File: src/rtl/rename_credit_controller.sv
// Rename-stage credit pool: tracks free AL/IQ/LQ/SQ entries and grants a rename group
// only when every op in it fits, with all-or-nothing allocation.
module rename_credit_controller #(
    parameter int unsigned RENAME_WIDTH = 2,
    parameter int unsigned COMMIT_WIDTH = 2,
    parameter int unsigned AL_ENTRIES   = 64,
    parameter int unsigned IQ_ENTRIES   = 16,
    parameter int unsigned LQ_ENTRIES   = 16,
    parameter int unsigned SQ_ENTRIES   = 16,
    localparam int unsigned REL_W = $clog2(COMMIT_WIDTH + 1),
    localparam int unsigned AL_W  = $clog2(AL_ENTRIES + 1),
    localparam int unsigned IQ_W  = $clog2(IQ_ENTRIES + 1),
    localparam int unsigned LQ_W  = $clog2(LQ_ENTRIES + 1),
    localparam int unsigned SQ_W  = $clog2(SQ_ENTRIES + 1)
) (
    input  logic                    clk,
    input  logic                    rst,
    input  logic [RENAME_WIDTH-1:0] req_valid,
    input  logic [RENAME_WIDTH-1:0] req_is_load,
    input  logic [RENAME_WIDTH-1:0] req_is_store,
    input  logic                    stall,
    input  logic                    clear,
    input  logic [REL_W-1:0]        al_release,
    input  logic [REL_W-1:0]        iq_release,
    input  logic [REL_W-1:0]        lq_release,
    input  logic [REL_W-1:0]        sq_release,
    input  logic                    recover,
    input  logic [AL_W-1:0]         recover_al_used,
    input  logic [IQ_W-1:0]         recover_iq_used,
    input  logic [LQ_W-1:0]         recover_lq_used,
    input  logic [SQ_W-1:0]         recover_sq_used,
    output logic [RENAME_WIDTH-1:0] grant,
    output logic                    allocatable,
    output logic                    send_bubble,
    output logic [AL_W-1:0]         al_free,
    output logic [IQ_W-1:0]         iq_free,
    output logic [LQ_W-1:0]         lq_free,
    output logic [SQ_W-1:0]         sq_free,
    output logic                    credit_err,
    output logic [31:0]             stall_cycles
);

    int unsigned n_all, n_ld, n_st;
    logic        fire;
    logic [AL_W:0] al_sum;
    logic [IQ_W:0] iq_sum;
    logic [LQ_W:0] lq_sum;
    logic [SQ_W:0] sq_sum;
    logic [AL_W-1:0] al_free_d;
    logic [IQ_W-1:0] iq_free_d;
    logic [LQ_W-1:0] lq_free_d;
    logic [SQ_W-1:0] sq_free_d;
    logic al_err, iq_err, lq_err, sq_err;

    always_comb begin
        n_all = 0;
        n_ld  = 0;
        n_st  = 0;
        for (int i = 0; i < RENAME_WIDTH; i++) begin
            if (req_valid[i]) begin
                n_all = n_all + 1;
                if (req_is_load[i])  n_ld = n_ld + 1;
                if (req_is_store[i]) n_st = n_st + 1;
            end
        end
    end

    assign allocatable = (32'(al_free) >= n_all) && (32'(iq_free) >= n_all) &&
                         (32'(lq_free) >= n_ld) && (32'(sq_free) >= n_st);
    // Kept free of stall/clear so the controller sees no combinational loop.
    assign send_bubble = (|req_valid) && !allocatable;
    assign fire        = allocatable && !stall && !clear && !recover && !rst;
    assign grant       = fire ? req_valid : '0;

    always_comb begin
        al_sum = {1'b0, al_free} - (fire ? (AL_W+1)'(n_all) : '0) + (AL_W+1)'(al_release);
        iq_sum = {1'b0, iq_free} - (fire ? (IQ_W+1)'(n_all) : '0) + (IQ_W+1)'(iq_release);
        lq_sum = {1'b0, lq_free} - (fire ? (LQ_W+1)'(n_ld) : '0) + (LQ_W+1)'(lq_release);
        sq_sum = {1'b0, sq_free} - (fire ? (SQ_W+1)'(n_st) : '0) + (SQ_W+1)'(sq_release);
        al_err = 1'b0;
        iq_err = 1'b0;
        lq_err = 1'b0;
        sq_err = 1'b0;
        al_free_d = al_sum[AL_W-1:0];
        iq_free_d = iq_sum[IQ_W-1:0];
        lq_free_d = lq_sum[LQ_W-1:0];
        sq_free_d = sq_sum[SQ_W-1:0];
        if (recover) begin
            // Occupancy above capacity is unrecoverable: drop to zero credits and flag it.
            if (32'(recover_al_used) > AL_ENTRIES) begin al_free_d = '0; al_err = 1'b1; end
            else al_free_d = AL_W'(AL_ENTRIES - 32'(recover_al_used));
            if (32'(recover_iq_used) > IQ_ENTRIES) begin iq_free_d = '0; iq_err = 1'b1; end
            else iq_free_d = IQ_W'(IQ_ENTRIES - 32'(recover_iq_used));
            if (32'(recover_lq_used) > LQ_ENTRIES) begin lq_free_d = '0; lq_err = 1'b1; end
            else lq_free_d = LQ_W'(LQ_ENTRIES - 32'(recover_lq_used));
            if (32'(recover_sq_used) > SQ_ENTRIES) begin sq_free_d = '0; sq_err = 1'b1; end
            else sq_free_d = SQ_W'(SQ_ENTRIES - 32'(recover_sq_used));
        end else begin
            if (al_sum > (AL_W+1)'(AL_ENTRIES)) begin al_free_d = AL_W'(AL_ENTRIES); al_err = 1'b1; end
            if (iq_sum > (IQ_W+1)'(IQ_ENTRIES)) begin iq_free_d = IQ_W'(IQ_ENTRIES); iq_err = 1'b1; end
            if (lq_sum > (LQ_W+1)'(LQ_ENTRIES)) begin lq_free_d = LQ_W'(LQ_ENTRIES); lq_err = 1'b1; end
            if (sq_sum > (SQ_W+1)'(SQ_ENTRIES)) begin sq_free_d = SQ_W'(SQ_ENTRIES); sq_err = 1'b1; end
        end
    end

    always_ff @(posedge clk or posedge rst) begin
        if (rst) begin
            al_free      <= AL_W'(AL_ENTRIES);
            iq_free      <= IQ_W'(IQ_ENTRIES);
            lq_free      <= LQ_W'(LQ_ENTRIES);
            sq_free      <= SQ_W'(SQ_ENTRIES);
            credit_err   <= 1'b0;
            stall_cycles <= '0;
        end else begin
            al_free    <= al_free_d;
            iq_free    <= iq_free_d;
            lq_free    <= lq_free_d;
            sq_free    <= sq_free_d;
            credit_err <= credit_err | al_err | iq_err | lq_err | sq_err;
            if (send_bubble) stall_cycles <= stall_cycles + 32'd1;
        end
    end

endmodule

File: config.mk
export PLATFORM = sky130hd
export DESIGN_NAME = rename_credit_controller
export DESIGN_NICKNAME = d
export VERILOG_FILES = /design/src/rtl/rename_credit_controller.sv
export SDC_FILE = /design/constraint.sdc
export NUM_CORES = 1
export LEC_CHECK = 0
export BUFFER_PORTS_ARGS = -buffer_cell sky130_fd_sc_hd__buf_2
export CAP_MARGIN = 20
export CELL_PAD_IN_SITES_DETAIL_PLACEMENT = 0
export CELL_PAD_IN_SITES_GLOBAL_PLACEMENT = 1
export CORE_MARGIN = 4
export CORE_UTILIZATION = 41
export DETAILED_ROUTE_END_ITERATION = 8
export PLACE_DENSITY = 0.9
export SLEW_MARGIN = 20
export SYNTH_ARGS = -nofsm -noshare
export SYNTH_HDL_FRONTEND = slang
export SYNTH_SLANG_ARGS = --single-unit
File: constraint.sdc
create_clock -name clk -period 5.2 [get_ports clk]
set_input_delay 1.04 -clock clk [delete_from_list [all_inputs] [get_ports clk]]
set_output_delay 1.04 -clock clk [all_outputs]
set_load 0.01 [all_outputs]
==> results.tsv, run 1 <==
metric	value	unit
Lkg Pwr	2.69	nW
most used flip-flop cell after synthesis	dfrtp_1	
drt total wl	11200	µm
commonest non-fill, non-tap cells in the layout	99 x buf_2, 71 x inv_1, 51 x ha_1, 51 x dfrtp_1, 40 x nand2_1	
Max-cap violations	0	
CTS H-tree depth	2	
most common cell after layout, fill and taps aside	buf_2	
clk sink count	55	
Initial DRC Count	163	
Syn Area/Cell	8.95	µm²
FF-to-FF path depth	18	
register area share after synthesis	31.1	%
WHS Endpoint	stall_cycles[31]	
pre-CTS setup slack	-0.277	ns
Slew headroom	36.9	%
hold_buf cts	0	
post-synthesis cell type count	54	
Reg2Reg Launch Point	sq_free[0]	
Nets	713	
core area	10500	µm²
Worst R2R End	al_free[4]	
final worst path period need	4.94	ns
CP Capture Type	register	
Critical Path AT	5.15	ns
synth warn	0	
CTS root buffer	clkbuf_8	
vias in the first global route	4039	
Setup-failing EPs final	0	
Final Hold Vio Count	0	
Max Root-Sink Buffers	2	
worst slew pin tran	0.934	ns
via count	3962	
Final Util	51.4	%
crit-path max FO	5	
total power	0.00261	W
clock buffer count from CTS	5	
worst-case register-to-register setup slack	1.17	ns
critical path, cell by cell	buf_2 > nand2_2 > inv_1 > ha_1 > nand2_1 > o21ai_2 > ha_1 > nand2b_1 > a21oi_2 > o211ai_1 > nand4_1 > nand2b_4 > buf_4 > nor2_1 > fa_1 > inv_1 > ha_1 > a211oi_1 > nor2_1 > a211oi_1 > a21o_1 > nor3_1 > a41o_1	
DRT antenna net count	0	
chip height	112	µm
gr usage total	17.8	%
CTS clk-pin slew, worst paths	0.11	ns
global-route wire length before repair	18800	µm
critical path type	in2reg	
grt total ovfl	0	
Top Ports	100	
Worst Hold Path Cells	1	
dpl cells	739	
largest net degree at the start of global routing	56	
synthesized area	4450	µm²
number of diodes	0	
clock skew	0.00904	ns
#FFs+latches synth	55	
outcome	completed	
Worst Path Required	5.40	ns
worst-skew pair later-pin latency	0.32	ns
Slowest cell on crit path	fa_1	
period utilisation layout	95.0	%
Remaining DRCs	0	
# fillers	1026	
EDFF count, synth	0	
Post-Syn Instances	497	
Max Slew Vio Count	0	
Die W	112	µm
Finished Layout Cells	749	
most used cell, CP	ha_1	
share of layout cells above drive strength 1	25.4	%
Critical Path Start Type	input pin	
DP Wirelength	8840	µm
row cnt	37	
Hold Path Class	reg2reg	
Cell Pwr Density	486	nW/µm²
initial antenna violation count	0	
Initial Utilization	42.5	%
fraction of registers with async set/reset	100	%
hold path start	stall_cycles[31]	
Vias/cell	5.29	
CTS tree	built	
final worst setup slack	0.258	ns
TritonRoute pass-1 iters	4	
Die Footprint	12600	µm²
Peak supply drop	0.000246	V
Max Clk Rate	202	MHz
synth-to-layout area growth	20.9	%
largest stage delay on the critical path	0.48	ns
PortBufs	99	
syn nets	598	
placer congestion estimate	0.836	
WL per Instance	15.0	µm
-- power by group --
group          switching [W]  internal [W]
registers          0.0000976      0.000533
logic               0.000955      0.000762
clock network       0.000166      0.000101
-- state kept, by name (all words and copies together), names as in the netlist --
register,cells
iq_free,5
al_free,7
lq_free,5
credit_err,1
stall_cycles,32
sq_free,5
-- logic make-up (layout without fill, tap and decap cells) --
logic type,count (synthesis),after routing,synth area share (%)
simple gates,164,164,19.2
xor+xnor,55,55,10.8
buf+inv,81,197,6.92
compound gates,81,81,13.5
mux,1,1,0.253
fa+ha+maj,60,60,18.2
flops,55,55,31.1
-- cells in the mapped netlist, types with 4 or more instances --
library cell	n	area [µm²]
nor3_1	11	55.1
clkbuf_1	5	18.8
ha_1	52	651
dfrtp_1	51	1280
nand2b_1	8	50.1
o31ai_1	7	52.6
nor4_1	7	43.8
xnor2_1	30	263
nor2_1	27	101
nand3_1	17	85.1
o21ai_0	8	40.0
dfstp_2	4	105
fa_1	8	160
xor2_1	25	219
nand2_1	41	154
a211oi_1	6	45.0
a21oi_1	16	80.1
nand4_1	12	75.1
nor2b_1	9	56.3
inv_1	72	270
a211o_1	4	35.0
and3_1	7	43.8
o211ai_1	5	37.5
a21o_1	4	30.0
nor3b_1	5	37.5
o32ai_1	5	43.8
a22o_2	4	40.0
-- per-stage QoR --
step                      hold slack [ns]  instance area (µm²)  TNS, ns
after floorplan                     0.507                 4450        0
after global placement              0.457                 5200   -0.501
after detailed placement            0.462                 5200    -2.23
after CTS                           0.478                 5300        0
after global routing                0.494                 5380  -0.0770
final                               0.467                 5380        0
-- worst max-delay path by stage --
stage	startpoint	end	slack (ns)
after detailed placement	req_valid[0]	al_free[4]	-0.28
after CTS	req_valid[0]	al_free[4]	0.02
final	req_valid[0]	lq_free[3]	0.26
after floorplan	req_is_store[0]	al_free[4]	0.13
after global routing	req_valid[0]	lq_free[3]	-0.04
after global placement	req_valid[0]	al_free[4]	-0.08
-- final cells by class --
type | count | area [µm²] | share of cell area [%]
Multi-Input combinational cell | 361 | 2830 | 52.6
Sequential cell | 55 | 1380 | 25.7
Inverter | 72 | 270 | 5.03
Timing Repair Buffer | 117 | 631 | 11.7
Clock inverter | 3 | 27.5 | 0.512
Tap cell | 136 | 170 | 3.16
Clock buffer | 5 | 68.8 | 1.28
-- worst max-delay path: cells and delay by family --
kind                       cells  cell delay [ns]
and+or+nand+nor                8             1.01
buffers and inverters          4             0.42
adders and majority gates      4             1.24
AOI/OAI and AO/OA              7             1.43
-- routing by layer --
layer	vias up	wire, µm	part of all wire (%)	track usage (%)
met5	-	0	0	0
met4	0	163	1.5	4.49
met3	11	451	4.0	2.59
met2	96	5370	48	30.9
met1	1897	5220	47	23.4
li1	1958	-	-	-
-- timing repair --
item,4_1_cts,5_1_grt
resized for setup,0,17
setup buffers,0,2
hold endpoints to repair,0,0
setup endpoints to repair,0,16
No activity file was read; power rests on OpenSTA's default activity.
==> run 2, diff against run 1 <==
--- a/config.mk
+++ b/config.mk
@@ -7,10 +7,8 @@
 export LEC_CHECK = 0
 export BUFFER_PORTS_ARGS = -buffer_cell sky130_fd_sc_hd__buf_2
 export CAP_MARGIN = 20
-export CELL_PAD_IN_SITES_DETAIL_PLACEMENT = 0
-export CELL_PAD_IN_SITES_GLOBAL_PLACEMENT = 1
 export CORE_MARGIN = 4
-export CORE_UTILIZATION = 41
+export CORE_UTILIZATION = 55
 export DETAILED_ROUTE_END_ITERATION = 8
 export PLACE_DENSITY = 0.9
 export SLEW_MARGIN = 20
==> run 2 against run 1 <==
Final area is 1.1% lower. Sequential cell count is the same. Non-clock buffer count down 2. Total power grew 0.10%. Via count increased by 1.7%. Clock power down 4%. Critical path type unchanged. Core utilization increased by 17 points. Global-route usage is 5.2 points higher. Register-to-register slack lost 0.05 ns. First-iteration DRC count fell by 3.7%.
==> results.tsv, run 2 (synthesis gave the netlist of run 1 again) <==
metric	value	unit	change
final worst path period need	4.97	ns	+0.0305 ns
Storage cell area	1380	µm²	unchanged
Max Root-Sink Buffers	2		unchanged
global-route wire length before repair	18300	µm	-2.6%
outcome	completed		
placer congestion estimate	0.901		+7.8%
Initial DRC Count	157		-3.7%
worst-case register-to-register setup slack	1.12	ns	-0.05 ns
TritonRoute pass-1 iters	5		+1
placed inst area	5150	µm²	-0.96%
Final Util	68.1	%	+17 points
row cnt	32		-14%
Max Slew Vio Count	0		unchanged
worst-skew pair later-pin latency	0.32	ns	about the same
Worst Hold Path Cells	1		unchanged
gr usage total	23.1	%	+5.2 points
WL per Instance	15.8	µm	+5.9%
Cell Pwr Density	492	nW/µm²	+1.2%
largest net degree at the start of global routing	40		-29%
most common cell after layout, fill and taps aside	buf_2		
Setup-failing EPs final	0		unchanged
hold path start	stall_cycles[31]		
Die Footprint	9590	µm²	-24%
critical path type	in2reg		
final instance area	5320	µm²	-1.1%
final worst setup slack	0.228	ns	-0.0305 ns
# fillers	601		-41%
Slew headroom	42.2	%	+5.3 points
CTS H-tree depth	2		unchanged
Die W	97.9	µm	-13%
PortBufs	99		unchanged
commonest non-fill, non-tap cells in the layout	99 x buf_2, 71 x inv_1, 51 x ha_1, 51 x dfrtp_1, 41 x nand2_1		
number of diodes	0		unchanged
Nets	711		-0.28%
Peak supply drop	0.000317	V	+28%
pre-CTS setup slack	-0.303	ns	-0.0266 ns
worst slew pin tran	0.855	ns	-0.0791 ns
Max Clk Rate	201	MHz	-0.61%
Final Hold Vio Count	0		unchanged
grt total ovfl	0		unchanged
drt total wl	11300	µm	+0.82%
Critical Path AT	5.24	ns	+0.09 ns
CP Capture Type	register		
Max-cap violations	0		unchanged
period utilisation layout	95.6	%	+0.59 points
WHS Endpoint	stall_cycles[31]		
Hold Path Class	reg2reg		
Critical Path Start Type	input pin		
Worst R2R End	al_free[4]		
clk sink count	55		unchanged
CTS clk-pin slew, worst paths	0.11	ns	about the same
Top Ports	100		unchanged
Worst Path Required	5.46	ns	+0.06 ns
core area	7810	µm²	-25%
crit-path max FO	7		+2
Initial Utilization	57.0	%	+14 points
Lkg Pwr	2.69	nW	-0.19%
share of layout cells above drive strength 1	24.9	%	-0.57 points
chip height	97.9	µm	-13%
initial antenna violation count	0		unchanged
CTS root buffer	clkbuf_8		
Top Registers	stall_cycles: 32 flops, al_free: 7 flops		
DRT antenna net count	0		unchanged
Reg2Reg Launch Point	iq_free[0]		
CTS tree	built		
Largest register FFs	32		unchanged
clock buffer count from CTS	5		unchanged
synth-to-layout area growth	19.6	%	
vias in the first global route	4036		-0.074%
RSZ-0062 raised after global routing	yes		
area occupied by multi-input gates	2830	µm²	about the same
clock skew	0.0159	ns	+0.00683 ns
Vias/cell	5.65		+6.9%
DP Wirelength	9030	µm	+2.1%
Remaining DRCs	0		unchanged
largest register by flop count	stall_cycles		
via count	4031		+1.7%
FF-to-FF path depth	17		-1
run 2: layer usage:
| layer | up-vias | wire length, µm | global-route usage [%] |
|---|---|---|---|
| li1 | 1942 | - | - |
| met1 | 1939 | 4710 | 28.9 |
| met2 | 128 | 5780 | 41.0 |
| met3 | 22 | 584 | 3.07 |
| met4 | 0 | 214 | 7.45 |
| met5 | - | 0 | 0 |
run 2: worst max-delay path, cell delays in order:
cell and delay (ns):
buf_2 0.12, nand2_1 0.08, inv_1 0.05, ha_1 0.27, nand2_1 0.06, o21ai_1 0.07
ha_1 0.30, nand2b_4 0.14, a21oi_2 0.13, o211ai_1 0.15, nand4_1 0.19, nand2b_4 0.17
nor2_2 0.05, fa_1 0.48, inv_1 0.06, fa_2 0.34, a211o_1 0.32, a21o_1 0.23
a2111oi_4 0.29, nand4b_1 0.16, a22oi_2 0.33, a32o_1 0.21
run 2: power breakdown:
group          switching (W)  internal, W  total [W]
Combinational       0.000964     0.000760    0.00172
Clock               0.000157    0.0000987   0.000256
Sequential          0.000104     0.000534   0.000637
run 2: worst max-delay path by stage:
stage,start,to,slack (ns)
after global routing,req_valid[0],sq_free[2],-0.006
final,req_valid[0],al_free[4],0.23
after CTS,req_valid[0],al_free[4],0.04
after floorplan,req_is_store[0],al_free[4],0.13
after detailed placement,req_valid[0],al_free[4],-0.30
after global placement,req_valid[0],al_free[4],-0.07
run 2: timing repair:
action | in CTS | in global routing
endpoints found under the setup margin | 0 | 13
hold buffers | 0 | 0
setup buffers | 0 | 1
resized for setup | 0 | 16
run 2: cell type report:
class,count,share of cell area (%)
inverter,72,5.08
timing repair buffer,115,11.6
clock buffer,5,1.29
clock inverter,3,0.471
sequential,55,26.0
tap,102,2.40
multi-input combinational,361,53.2
run 2: metrics by stage:
step | hold slack [ns] | setup TNS (ns) | total power [W] | instances
final | 0.486 | 0 | 0.00262 | 713
after global placement | 0.455 | -0.387 | 0.00220 | 704
after global routing | 0.503 | -0.00636 | 0.00284 | 713
after detailed placement | 0.481 | -2.48 | 0.00227 | 704
after floorplan | 0.507 | 0 | 0.00175 | 497
after CTS | 0.496 | 0 | 0.00254 | 712
==> run 3, diff against run 2 <==
--- a/config.mk
+++ b/config.mk
@@ -11,6 +11,7 @@
 export CORE_UTILIZATION = 55
 export DETAILED_ROUTE_END_ITERATION = 8
 export PLACE_DENSITY = 0.9
+export REMOVE_ABC_BUFFERS = 1
 export SLEW_MARGIN = 20
 export SYNTH_ARGS = -nofsm -noshare
 export SYNTH_HDL_FRONTEND = slang
==> run 3 against run 2 <==
Routed wire length grew 1.8%. Core utilization shrank 0.35 points. Setup slack lost 0.0054 ns. Critical path type unchanged. Total power shrank 0.59%. Combinational power is essentially flat. Clock skew shrank 0.0050 ns. Critical path depth grew 1. First-iteration DRC count shrank 24%. Final area shrank 0.52%. Sequential power shrank 0.8%. Register-to-register slack is essentially flat. Highest routed layer unchanged. Clock power is essentially flat.
==> results.tsv, run 3 (synthesis gave the netlist of run 1 again) <==
metric	value	unit	change
chip height	97.9	µm	unchanged
crit-path max FO	6		-1
critical path type	in2reg		
worst slew pin tran	0.543	ns	-0.313 ns
initial antenna violation count	0		unchanged
Final TNS setup	0	ns	unchanged
hold path start	stall_cycles[12]		
clock skew	0.0109	ns	-0.00501 ns
CTS root buffer	clkbuf_8		
largest net degree at the start of global routing	33		-18%
clock buffer count from CTS	5		unchanged
Die W	97.9	µm	unchanged
Vias/cell	5.72		+1.2%
grt total ovfl	0		unchanged
placer congestion estimate	0.902		about the same
Cell Pwr Density	492	nW/µm²	about the same
WL per Instance	16.1	µm	+1.5%
TritonRoute pass-1 iters	5		unchanged
Slowest cell on crit path	fa_1		
vias in the first global route	4081		+1.1%
largest stage delay on the critical path	0.48	ns	about the same
# fillers	617		+2.7%
PortBufs	99		unchanged
Top Ports	100		unchanged
Hold Path Class	reg2reg		
Max Clk Rate	201	MHz	-0.11%
Largest register FFs	32		unchanged
share of layout cells above drive strength 1	23.8	%	-1.1 points
Max-cap violations	0		unchanged
Nets	713		+0.28%
Die Footprint	9590	µm²	unchanged
drt total wl	11500	µm	+1.8%
dpl cells	705		+0.14%
largest register by flop count	stall_cycles		
global-route wire length before repair	18600	µm	+1.7%
Finished Layout Cells	715		+0.28%
Setup-failing EPs final	0		unchanged
clk sink count	55		unchanged
Final Util	67.8	%	-0.35 points
row cnt	32		unchanged
Reg2Reg Launch Point	al_free[0]		
DRT antenna net count	0		unchanged
Lkg Pwr	2.69	nW	about the same
Slew headroom	63.4	%	+21 points
Remaining DRCs	0		unchanged
gr usage total	23.4	%	+0.30 points
Initial DRC Count	119		-24%
most common cell after layout, fill and taps aside	buf_2		
Worst Path Required	5.46	ns	about the same
core area	7810	µm²	unchanged
DP Wirelength	9190	µm	+1.8%
critical path, cell by cell	buf_2 > nand2_1 > inv_1 > ha_1 > nand2_1 > o21ai_2 > ha_1 > nand2b_1 > a21oi_1 > o211ai_1 > nand4_1 > nand2b_1 > nor2_1 > fa_1 > inv_1 > fa_1 > a211o_1 > a21o_1 > a2111oi_2 > nand4b_1 > a22oi_2 > buf_4 > a22o_2		
period utilisation layout	95.7	%	+0.10 points
Worst R2R End	al_free[1]		
FF-to-FF path depth	18		+1
CTS H-tree depth	2		unchanged
final worst path period need	4.98	ns	+0.00543 ns
hold_buf cts	0		unchanged
outcome	completed		
Critical Path Start Type	input pin		
Top Registers	stall_cycles: 32 flops, al_free: 7 flops		
WHS Endpoint	stall_cycles[12]		
CTS tree	built		
commonest non-fill, non-tap cells in the layout	99 x buf_2, 71 x inv_1, 52 x ha_1		
worst-case register-to-register setup slack	1.13	ns	about the same
via count	4089		+1.4%
Final Hold Vio Count	0		unchanged
Critical Path AT	5.24	ns	about the same
Max Slew Vio Count	0		unchanged
CP Capture Type	register		
worst-skew pair later-pin latency	0.32	ns	about the same
Initial Utilization	57.0	%	unchanged
Worst Hold Path Cells	1		unchanged
CTS clk-pin slew, worst paths	0.11	ns	about the same
number of diodes	0		unchanged
Max Root-Sink Buffers	2		unchanged
synth-to-layout area growth	19.0	%	
Peak supply drop	0.000342	V	+8.0%
pre-CTS setup slack	-0.278	ns	+0.0251 ns
final worst setup slack	0.222	ns	-0.00543 ns
run 3: how the worst max path moves through the flow:
stage | start | endpoint | slack [ns]
final | req_valid[0] | al_free[1] | 0.22
after global routing | req_valid[0] | al_free[1] | -0.03
after CTS | req_valid[0] | al_free[4] | 0.06
after detailed placement | req_valid[0] | al_free[4] | -0.28
after global placement | req_valid[0] | al_free[4] | -0.05
after floorplan | req_is_store[0] | al_free[4] | 0.13
run 3: through the flow:
| stage | total power (W) | cell area [µm²] | hold WS [ns] |
|---|---|---|---|
| after floorplan | 0.00174 | 4410 | 0.507 |
| after global placement | 0.00220 | 5160 | 0.455 |
| after detailed placement | 0.00228 | 5160 | 0.469 |
| after CTS | 0.00255 | 5260 | 0.489 |
| after global routing | 0.00281 | 5290 | 0.514 |
| final | 0.00260 | 5290 | 0.485 |
run 3: layout make-up:
class | count | area (µm²) | area share, %
multi-input combinational | 361 | 2780 | 52.6
sequential | 55 | 1380 | 26.1
timing repair buffer | 117 | 631 | 11.9
inverter | 72 | 270 | 5.11
tap | 102 | 128 | 2.41
clock buffer | 5 | 68.8 | 1.30
clock inverter | 3 | 27.5 | 0.520
run 3: critical path: cells and delay by family:
kind	cells	cell delay, ns
compound gates	8	1.49
fa+ha+maj	4	1.46
simple gates	7	0.83
buf+inv	4	0.40
run 3: where the power goes:
part           internal [W]  leakage (nW)  switching [W]  total (W)
clock network     0.0000994        0.0463       0.000157   0.000256
logic              0.000753          1.92       0.000961    0.00171
registers          0.000534         0.719      0.0000984   0.000632
run 3: per-layer routing:
metal	up-vias	wire length, µm	track usage (%)
li1	1955	-	-
met1	1959	4670	29.0
met2	154	5900	42.5
met3	21	708	3.00
met4	0	211	6.28
met5	-	0	0
run 3: what timing repair did:
| item | CTS | global route |
|---|---|---|
| endpoints found under the setup margin | 0 | 12 |
| hold endpoints to repair | 0 | 0 |
| gates resized for setup | 0 | 7 |
| buffers inserted | 0 | 2 |
